===== src/rtl/regfile_sb.sv =====
// regfile_sb: parametrised MIPS register file with two combinational read
// ports, general + link write ports, syscall/return taps and a pending
// scoreboard for read-after-write hazard detection.
// Ports: clk/reset (sync, active-high); rd_addr/rd_data/rd_busy x2;
// wr_en/wr_addr/wr_data; link_en/link_data; claim_en/claim_addr;
// busy_count; taps v0/a0/ra.
module regfile_sb #(
  parameter int DATA_W   = 32,
  parameter int ADDR_W   = 5,
  parameter int LINK_REG = 31,
  parameter int V0_REG   = 2,
  parameter int A0_REG   = 4,
  parameter bit BYPASS   = 1'b1
) (
  input  logic              clk,
  input  logic              reset,
  input  logic [ADDR_W-1:0] rd_addr1,
  input  logic [ADDR_W-1:0] rd_addr2,
  output logic [DATA_W-1:0] rd_data1,
  output logic [DATA_W-1:0] rd_data2,
  output logic              rd_busy1,
  output logic              rd_busy2,
  input  logic              wr_en,
  input  logic [ADDR_W-1:0] wr_addr,
  input  logic [DATA_W-1:0] wr_data,
  input  logic              link_en,
  input  logic [DATA_W-1:0] link_data,
  input  logic              claim_en,
  input  logic [ADDR_W-1:0] claim_addr,
  output logic [ADDR_W:0]   busy_count,
  output logic [DATA_W-1:0] v0,
  output logic [DATA_W-1:0] a0,
  output logic [DATA_W-1:0] ra
);

  localparam int NUM_REGS = 2 ** ADDR_W;
  localparam logic [ADDR_W-1:0] LINK_A = ADDR_W'(LINK_REG);

  logic [DATA_W-1:0]   r_regs [NUM_REGS];
  logic [NUM_REGS-1:0] r_pend;
  logic [ADDR_W:0]     r_cnt;

  logic                w_wr_hit;
  logic                w_link_hit;
  logic                w_claim_hit;
  logic [NUM_REGS-1:0] w_pend_nxt;
  logic [ADDR_W:0]     w_cnt_nxt;

  assign w_wr_hit    = wr_en && (wr_addr != '0);
  assign w_link_hit  = link_en && (LINK_A != '0);
  assign w_claim_hit = claim_en && (claim_addr != '0);

  // Claim is applied after the write clears so a new producer wins.
  always_comb begin
    w_pend_nxt = r_pend;
    if (w_wr_hit)
      w_pend_nxt[wr_addr] = 1'b0;
    if (w_link_hit)
      w_pend_nxt[LINK_A] = 1'b0;
    if (w_claim_hit)
      w_pend_nxt[claim_addr] = 1'b1;
    w_pend_nxt[0] = 1'b0;
  end

  always_comb begin
    w_cnt_nxt = '0;
    for (int i = 0; i < NUM_REGS; i++)
      w_cnt_nxt = w_cnt_nxt + (ADDR_W + 1)'(w_pend_nxt[i]);
  end

  always_ff @(posedge clk) begin
    if (reset) begin
      for (int i = 0; i < NUM_REGS; i++)
        r_regs[i] <= '0;
      r_pend <= '0;
      r_cnt  <= '0;
    end else begin
      // Link is written last so it wins over the general port on ra.
      if (w_wr_hit)
        r_regs[wr_addr] <= wr_data;
      if (w_link_hit)
        r_regs[LINK_A] <= link_data;
      r_pend <= w_pend_nxt;
      r_cnt  <= w_cnt_nxt;
    end
  end

  function automatic logic [DATA_W-1:0] f_rd(
    input logic [ADDR_W-1:0] a
  );
    logic [DATA_W-1:0] v;
    v = r_regs[a];
    if (BYPASS) begin
      if (w_link_hit && a == LINK_A)
        v = link_data;
      else if (w_wr_hit && a == wr_addr)
        v = wr_data;
    end
    if (a == '0)
      v = '0;
    return v;
  endfunction

  // A same-cycle write retires the claim unless a fresh claim lands too.
  function automatic logic f_busy(
    input logic [ADDR_W-1:0] a
  );
    logic wr;
    logic cl;
    wr = (w_link_hit && a == LINK_A) ||
         (w_wr_hit && a == wr_addr);
    cl = w_claim_hit && a == claim_addr;
    if (BYPASS)
      return r_pend[a] && !(wr && !cl);
    return r_pend[a];
  endfunction

  assign rd_data1   = f_rd(rd_addr1);
  assign rd_data2   = f_rd(rd_addr2);
  assign rd_busy1   = f_busy(rd_addr1);
  assign rd_busy2   = f_busy(rd_addr2);
  assign busy_count = r_cnt;
  assign v0         = r_regs[V0_REG];
  assign a0         = r_regs[A0_REG];
  assign ra         = r_regs[LINK_REG];

endmodule

===== config.mk =====
export PLATFORM = sky130hd
export DESIGN_NAME = regfile_sb
export DESIGN_NICKNAME = d
export VERILOG_FILES = /design/src/rtl/regfile_sb.sv
export SDC_FILE = /design/constraint.sdc
export NUM_CORES = 2
export LEC_CHECK = 0
export CORE_ASPECT_RATIO = 1.25
export CORE_MARGIN = 3
export CORE_UTILIZATION = 35
export DETAILED_ROUTE_END_ITERATION = 6
export PLACE_DENSITY = 0.5
export SLEW_MARGIN = 40
export SYNTH_ARGS = -nofsm -noshare
export SYNTH_HDL_FRONTEND = slang
export SYNTH_SLANG_ARGS = --single-unit

===== constraint.sdc =====
create_clock -name clk -period 10.7 [get_ports clk]
set_clock_uncertainty 0.05 [all_clocks]
set_input_delay 2.14 -clock clk [delete_from_list [all_inputs] [get_ports clk]]
set_output_delay 2.14 -clock clk [all_outputs]
set_load 0.02 [all_outputs]

==> flow_metrics.env <==
export IMPL_outcome="completed"
export IMPL_tns_ps=0
export IMPL_fill_cells=15200
export IMPL_setup_violations=0
export IMPL_drc_errors=0
export IMPL_final_area_sq_um=67900
export IMPL_port_buffer_count=256
export IMPL_slew_headroom_pct=38.0
export IMPL_clk_insertion_delay_late_ps=790
export IMPL_grt_usage_pct=28.1
export IMPL_holdPathEnd="r_pend[13]"
export IMPL_dp_slack_ps=2130
export IMPL_path_common_cell="clkdlybuf4s50_1"
export IMPL_clock_fmax_ghz=0.117
export IMPL_htree_levels=3
export IMPL_coreArea_sq_um=166000
export IMPL_crit_required_ps=8510
export IMPL_slew_viol_final=0
export IMPL_drive_gt1_share_pct=24.6
export IMPL_cp_max_fo=24
export IMPL_synth_top_area_share_pct=52.4
export IMPL_path_cells="clkdlybuf4s50_1 -> or3_4 -> o31ai_4 -> or3_2 -> buf_4 -> nor3_1 -> a2111oi_2 -> clkdlybuf4s50_1"
export IMPL_crit_type="in2out"
export IMPL_max_cap_violations=0
export IMPL_final_setup_worst_slack_ps=2160
export IMPL_hold_depth=2
export IMPL_synth_top_flop_cell="edfxtp_1"
export IMPL_worstMarginPinSlew_ps=920
export IMPL_synth_top_family_by_area="multiplexers"
export IMPL_wl_per_cell_microns=38.3
export IMPL_grt_pass1_vias=39300
export IMPL_die_w_microns=372
export IMPL_netlist_area_sq_um=58700
export IMPL_synth_warnings=0
export IMPL_p_leak_nw=22.9
export IMPL_via_count=39400
export IMPL_clkSlewWorstSetupHoldPaths_ps=60
export IMPL_ff2ff_setup_slack_ps=5510
export IMPL_firstDrtPassIters=6
export IMPL_rsz0062_at_grt="no"
export IMPL_grt_pass1_wl_mm=333
export IMPL_finalHoldViolations=0
export IMPL_rows=167
export IMPL_synth_area_leader_cell="edfxtp_1"
export IMPL_cts_resized=0
export IMPL_drt_total_wl_mm=245
export IMPL_worstPathArrival_ps=6350
export IMPL_holdCritStartpoint="r_pend[13]"
export IMPL_start_util_pct=35.3
export IMPL_clockBufferDepth=3
export IMPL_ys_seq_elements=1061
export IMPL_yosysMostFrequentCell="edfxtp_1"
export IMPL_synthAdderAreaFrac_pct=0.934
export IMPL_ys_top_cells_by_area="edfxtp_1 (52%), mux4_2 (22%), and2_1 (10%)"
export IMPL_placedInstanceArea_sq_um=64200
export IMPL_r2r_start="r_pend[2]"
export IMPL_gp_congestion=0.884
export IMPL_ys_top_cells_by_count="edfxtp_1 (1024), and2_1 (965), mux4_2 (570)"
export IMPL_r2r_end="busy_count[4]"
export IMPL_fin_crit_ps=8540
export IMPL_postCtsSetupRepairBufs=0
export IMPL_tritoncts="done"
export IMPL_synth_xor_area_share_pct=0.328
export IMPL_period_share_pct=79.8
export IMPL_startpoint_type="input pin"
export IMPL_vias_per_cell=6.17
export IMPL_irDropWorstVdd_v=0.000131
export IMPL_async_flop_share_pct=0
export IMPL_syn_to_final_growth_pct=15.7
export IMPL_ys_seq_area_share_pct=53.7
export IMPL_setup_worst_path_end_class="primary output"
export IMPL_synthSimpleGateAreaFrac_pct=13.4
export IMPL_hpwlAfterDp_mm=150
export IMPL_antenna_found_initial=31
export IMPL_cts_buffers=115
export IMPL_post_synth_cell_area_avg_sq_um=14.8
export IMPL_slowest_stage="or3_2"
export IMPL_synth_compound_area_share_pct=4.27
export IMPL_die_y_microns=464
export IMPL_cts_sinks=1061
export IMPL_p_per_area_nw_per_um2=155
export IMPL_worst_hold_path_type="reg2reg"
export IMPL_muxShareOfSynthArea_pct=24.1
export IMPL_fin_nets=4211
export IMPL_cts_hold_buf=0
export IMPL_die_area_sq_um=173000
export IMPL_ant_nets=0
export IMPL_grt_max_degree=84
export IMPL_slowest_delay_ps=730
export IMPL_r2r_cells=17
export IMPL_synth_edf_count=1024
export IMPL_ios=257
export IMPL_drt_iter0_drc=5493
export IMPL_synth_distinct_cells=63
export IMPL_gr_total_overflow=0
export IMPL_cts_root_buf="clkbuf_16"
export IMPL_syn_inst=3971
[critical path, delay by kind of cell]
| kind | cells | cell delay [ps] |
|---|---|---|
| buffers and inverters | 3 | 1870 |
| and+or+nand+nor | 3 | 1440 |
| AOI/OAI and AO/OA | 2 | 850 |
[metrics by stage]
step                      hold WS, ps  util (%)  std cells  power (mW)
after floorplan                   445         -       4002        5.84
after global placement            483      38.3       6147        6.56
after detailed placement          485      38.6       6171        6.60
after CTS                         493      40.8       6383        10.6
after global routing              517      40.9       6386        10.8
final                             500      40.9       6393        10.6
[where the power goes]
group | internal, mW | switching, mW | total [mW]
registers | 4.78 | 0.135 | 4.92
clock network | 2.25 | 1.77 | 4.02
logic | 0.676 | 0.940 | 1.62
total | 7.71 | 2.85 | 10.6
[placed cells by master, fill, tap and decap left out, types with 23 or more instances in the layout]
cell type	n
nand3_1	41
o21ai_0	61
inv_1	29
nor2_4	33
nor2b_1	30
mux2i_1	95
or2_4	23
and2_1	964
clkdlybuf4s50_1	239
mux2_2	32
clkbuf_1	37
edfxtp_1	1024
a22o_1	35
clkbuf_16	120
fa_1	23
mux4_2	570
buf_12	28
o22ai_1	32
a32oi_1	36
conb_1	32
nand2_1	76
buf_4	121
nor2_1	78
dfxtp_1	37
a21oi_1	61
[cell families after synthesis]
kind of cell,after synthesis
flops,1061
buf+inv,464
mux,697
compound gates,360
fa+ha+maj,30
other cells,1
simple gates,1336
xor+xnor,22
[state kept, by name, indices dropped and copies added, names as in the netlist]
name        count
r_regs       1024
r_pend         31
busy_count      6
[worst max path at each step]
stage,start,to,slack (ps),depth (start not counted)
floorplan,wr_addr[3],busy_count[4],3060,23
detailed placement,wr_addr[3],busy_count[4],2130,22
finish,wr_addr[3],rd_data1[19],2160,8
global placement,wr_addr[3],busy_count[4],2040,22
global route,wr_addr[3],rd_data1[19],2050,8
CTS,wr_addr[3],rd_data1[19],2210,8
[cell type report]
type / count / area, sq um / area share [%]
well taps: 2197 / 2750 / 4.05
inverters: 30 / 113 / 0.166
repair buffers: 407 / 4110 / 6.05
flip-flops and latches: 1061 / 31500 / 46.4
clock inverters: 56 / 546 / 0.803
clock buffers: 156 / 3120 / 4.59
multi-input cells: 2477 / 25700 / 37.9
diodes: 9 / 22.5 / 0.0332
[per-layer routing]
metal / vias to the layer above / part of all wire [%] / track usage [%]
li1: 15500 / - / -
met1: 21000 / 40 / 38.8
met2: 2399 / 46 / 43.4
met3: 486 / 9.6 / 6.07
met4: 4 / 4.1 / 10.5
met5: - / 0.010 / 0
(Power assumes the default switching activity.)
==> RTL edit (config.mk and constraints unchanged) <==
Change the parameter `LINK_REG` from 31 to 16.
--- a/src/rtl/regfile_sb.sv
+++ b/src/rtl/regfile_sb.sv
@@ -7,7 +7,7 @@
 module regfile_sb #(
   parameter int DATA_W   = 32,
   parameter int ADDR_W   = 5,
-  parameter int LINK_REG = 31,
+  parameter int LINK_REG = 16,
   parameter int V0_REG   = 2,
   parameter int A0_REG   = 4,
   parameter bit BYPASS   = 1'b1
Check against the original RTL: not settled (the Yosys comparison gave no result); the edit may change what the design does.
==> RTL edit against the original RTL <==
  * Final area decreased by 2.3%
  * Sequential cell count unchanged
  * Combinational power decreased by 6%
  * Worst setup slack improved by 0.11 ns
  * Synthesized area decreased by 1.8%
  * Largest cell class unchanged
  * Total power decreased by 3.1%
  * Global-route usage decreased by 1.3 points
  * Routed wire length decreased by 6.4%
==> RTL edit: results (changes against the original RTL) <==
Run status
  – Result of the run: finished clean (unchanged)

Placement
  – Routability Congestion: 0.868 (was 0.884)
  – Post-DP HPWL: 141,000 um (was 150,000 um)

Clocking
  – Postcts setup bufs: 0 (unchanged)
  – Total CTS buffers: 112 (was 115)
  – Clock Latency Late Sink: 0.73 ns (was 0.79 ns)
  – Clk pin slew, worst setup/hold paths: 0.06 ns (about the same)
  – H-tree levels: 3 (unchanged)
  – Max Buffers Root-to-Sink: 3 (unchanged)

Yosys
  – Multiplexer area fraction after synthesis: 21.4% (was 24.1%)
  – Synth area leaders: edfxtp_1, mux4_2, and2_1 (unchanged)
  – Main synth FF type: edfxtp_1 (unchanged)
  – Seq/Total Area, Yosys: 54.6% (was 53.7%)
  – Number of synthesized flops with an enable pin: 1,024 (unchanged)
  – Synth cell types: 59 (was 63)
  – Compound-cell area share of the yosys netlist: 5.42% (was 4.27%)
  – Synth top cells by count: edfxtp_1, and2_1, mux4_2 (unchanged)
  – XOR/XNOR Fraction of Synth Area: 0.334% (was 0.328%)
  – Syn. warnings: 0 (unchanged)
  – Synth Area in Adders: 0.951% (was 0.934%)

Finish
  – Max reg flops: 1,024 (unchanged)
  – Nets: 4,145 (was 4,211)
  – Most flop-heavy register: r_regs (unchanged)
  – Filler Cell Count: 15,000 (was 15,200)
  – Ratio of cells with drive above 1 in the final layout: 23.0% (was 24.6%)

Drt
  – Total iterations of the first detailed-routing run: 5 (was 6)
  – Total number of vias: 38,000 (was 39,400)
  – Avg WL per Cell: 36.5 um (was 38.3 um)
  – DRT iter0 DRCs: 4,767 (was 5,493)

Global routing
  – Pin count of the biggest net entering global routing: 107 (was 84)
  – Initial antenna violation count: 10 (was 31)
  – Gr usage total: 26.7% (was 28.1%)
  – First-pass GRT wire length: 315,000 um (was 333,000 um)

Timing
  – Slew HR: 38.3% (was 38.0%)
  – Setup TNS: 0 ns (unchanged)

Power
  – NetSw: 2.72 mW (was 2.85 mW)
  – Worst VDD drop: 0.139 mV (was 0.131 mV)
  – Pleak: 22.4 nW (was 22.9 nW)

Worst setup path
  – Highest net fanout along the worst path: 32 (was 24)
  – Critical path arrival: 6.24 ns (was 6.35 ns)
## RTL edit: cell count changes in the layout (fill, tap and decap cells not counted), moves of 32 or more
cell | before | now
o22ai_1 | 32 | 99
a221o_1 | 0 | 32
o21ai_0 | 61 | 13
a32oi_1 | 36 | 4
mux2i_1 | 95 | 15
a22oi_1 | 8 | 106
nand2_1 | 76 | 131
## RTL edit: worst max-delay path, cell delays in order
cell             delay, ns
clkdlybuf4s50_1       0.78
or3_1                 0.75
o31ai_4               0.47
o31ai_4               0.12
buf_4                 0.33
nor4_1                0.76
a221o_1               0.20
clkdlybuf4s50_1       0.60
## RTL edit: metrics by stage
step                util, %  worst slack (ns)  cell area [um2]  power [mW]  cells
finish                 40.8              2.27            66300        10.2   6284
global route           40.8              2.05            66300        10.5   6275
CTS                    40.7              2.21            66300        10.3   6273
detailed placement     38.7              1.72            62900        6.51   6082
global placement       38.5              1.64            62600        6.49   6067
floorplan                 -              2.92            57700        5.81   3933
## RTL edit: kinds of logic (layout without fill, tap and decap cells)
kind of cell / Yosys count / after routing
other cells: 1 / 42
mux: 557 / 557
fa+ha+maj: 30 / 30
flops: 1061 / 1061
xor+xnor: 22 / 22
buf+inv: 460 / 630
simple gates: 1356 / 1356
compound gates: 415 / 415
## RTL edit: power groups by stage
stage	Combinational (mW)	Clock, mW	Sequential (mW)
floorplan	0.841	0	4.97
global placement	1.50	0	4.99
detailed placement	1.51	0	5.00
CTS	1.52	3.83	4.91
global route	1.58	3.98	4.94
finish	1.52	3.78	4.92
## RTL edit: metal layers
metal	part of all wire, %	global-route usage, %	vias up
li1	-	-	15300
met1	40	35.6	20300
met2	48	43.9	2004
met3	8.7	5.41	343
met4	3.2	8.71	2
met5	0.0057	0	-
## RTL edit: worst paths after layout
check                                start       endpoint  slack, ns  depth (start not counted)
worst max-delay path            wr_addr[2]   rd_data2[30]       2.27                          8
worst min-delay path             r_pend[7]      r_pend[7]       0.50                          2
worst max register to register  r_pend[24]  busy_count[4]       5.46                         16
worst min register to register   r_pend[7]      r_pend[7]       0.50                          2
## RTL edit: layout make-up
cell class / instances / area (um2) / share of cell area, %
antenna: 10 / 25.0 / 0.0377
clock buffer: 136 / 2950 / 4.44
clock inverter: 55 / 419 / 0.632
inverter: 30 / 113 / 0.170
multi-input combinational: 2412 / 24700 / 37.2
sequential: 1061 / 31500 / 47.5
tap: 2171 / 2720 / 4.09
timing repair buffer: 409 / 3960 / 5.97
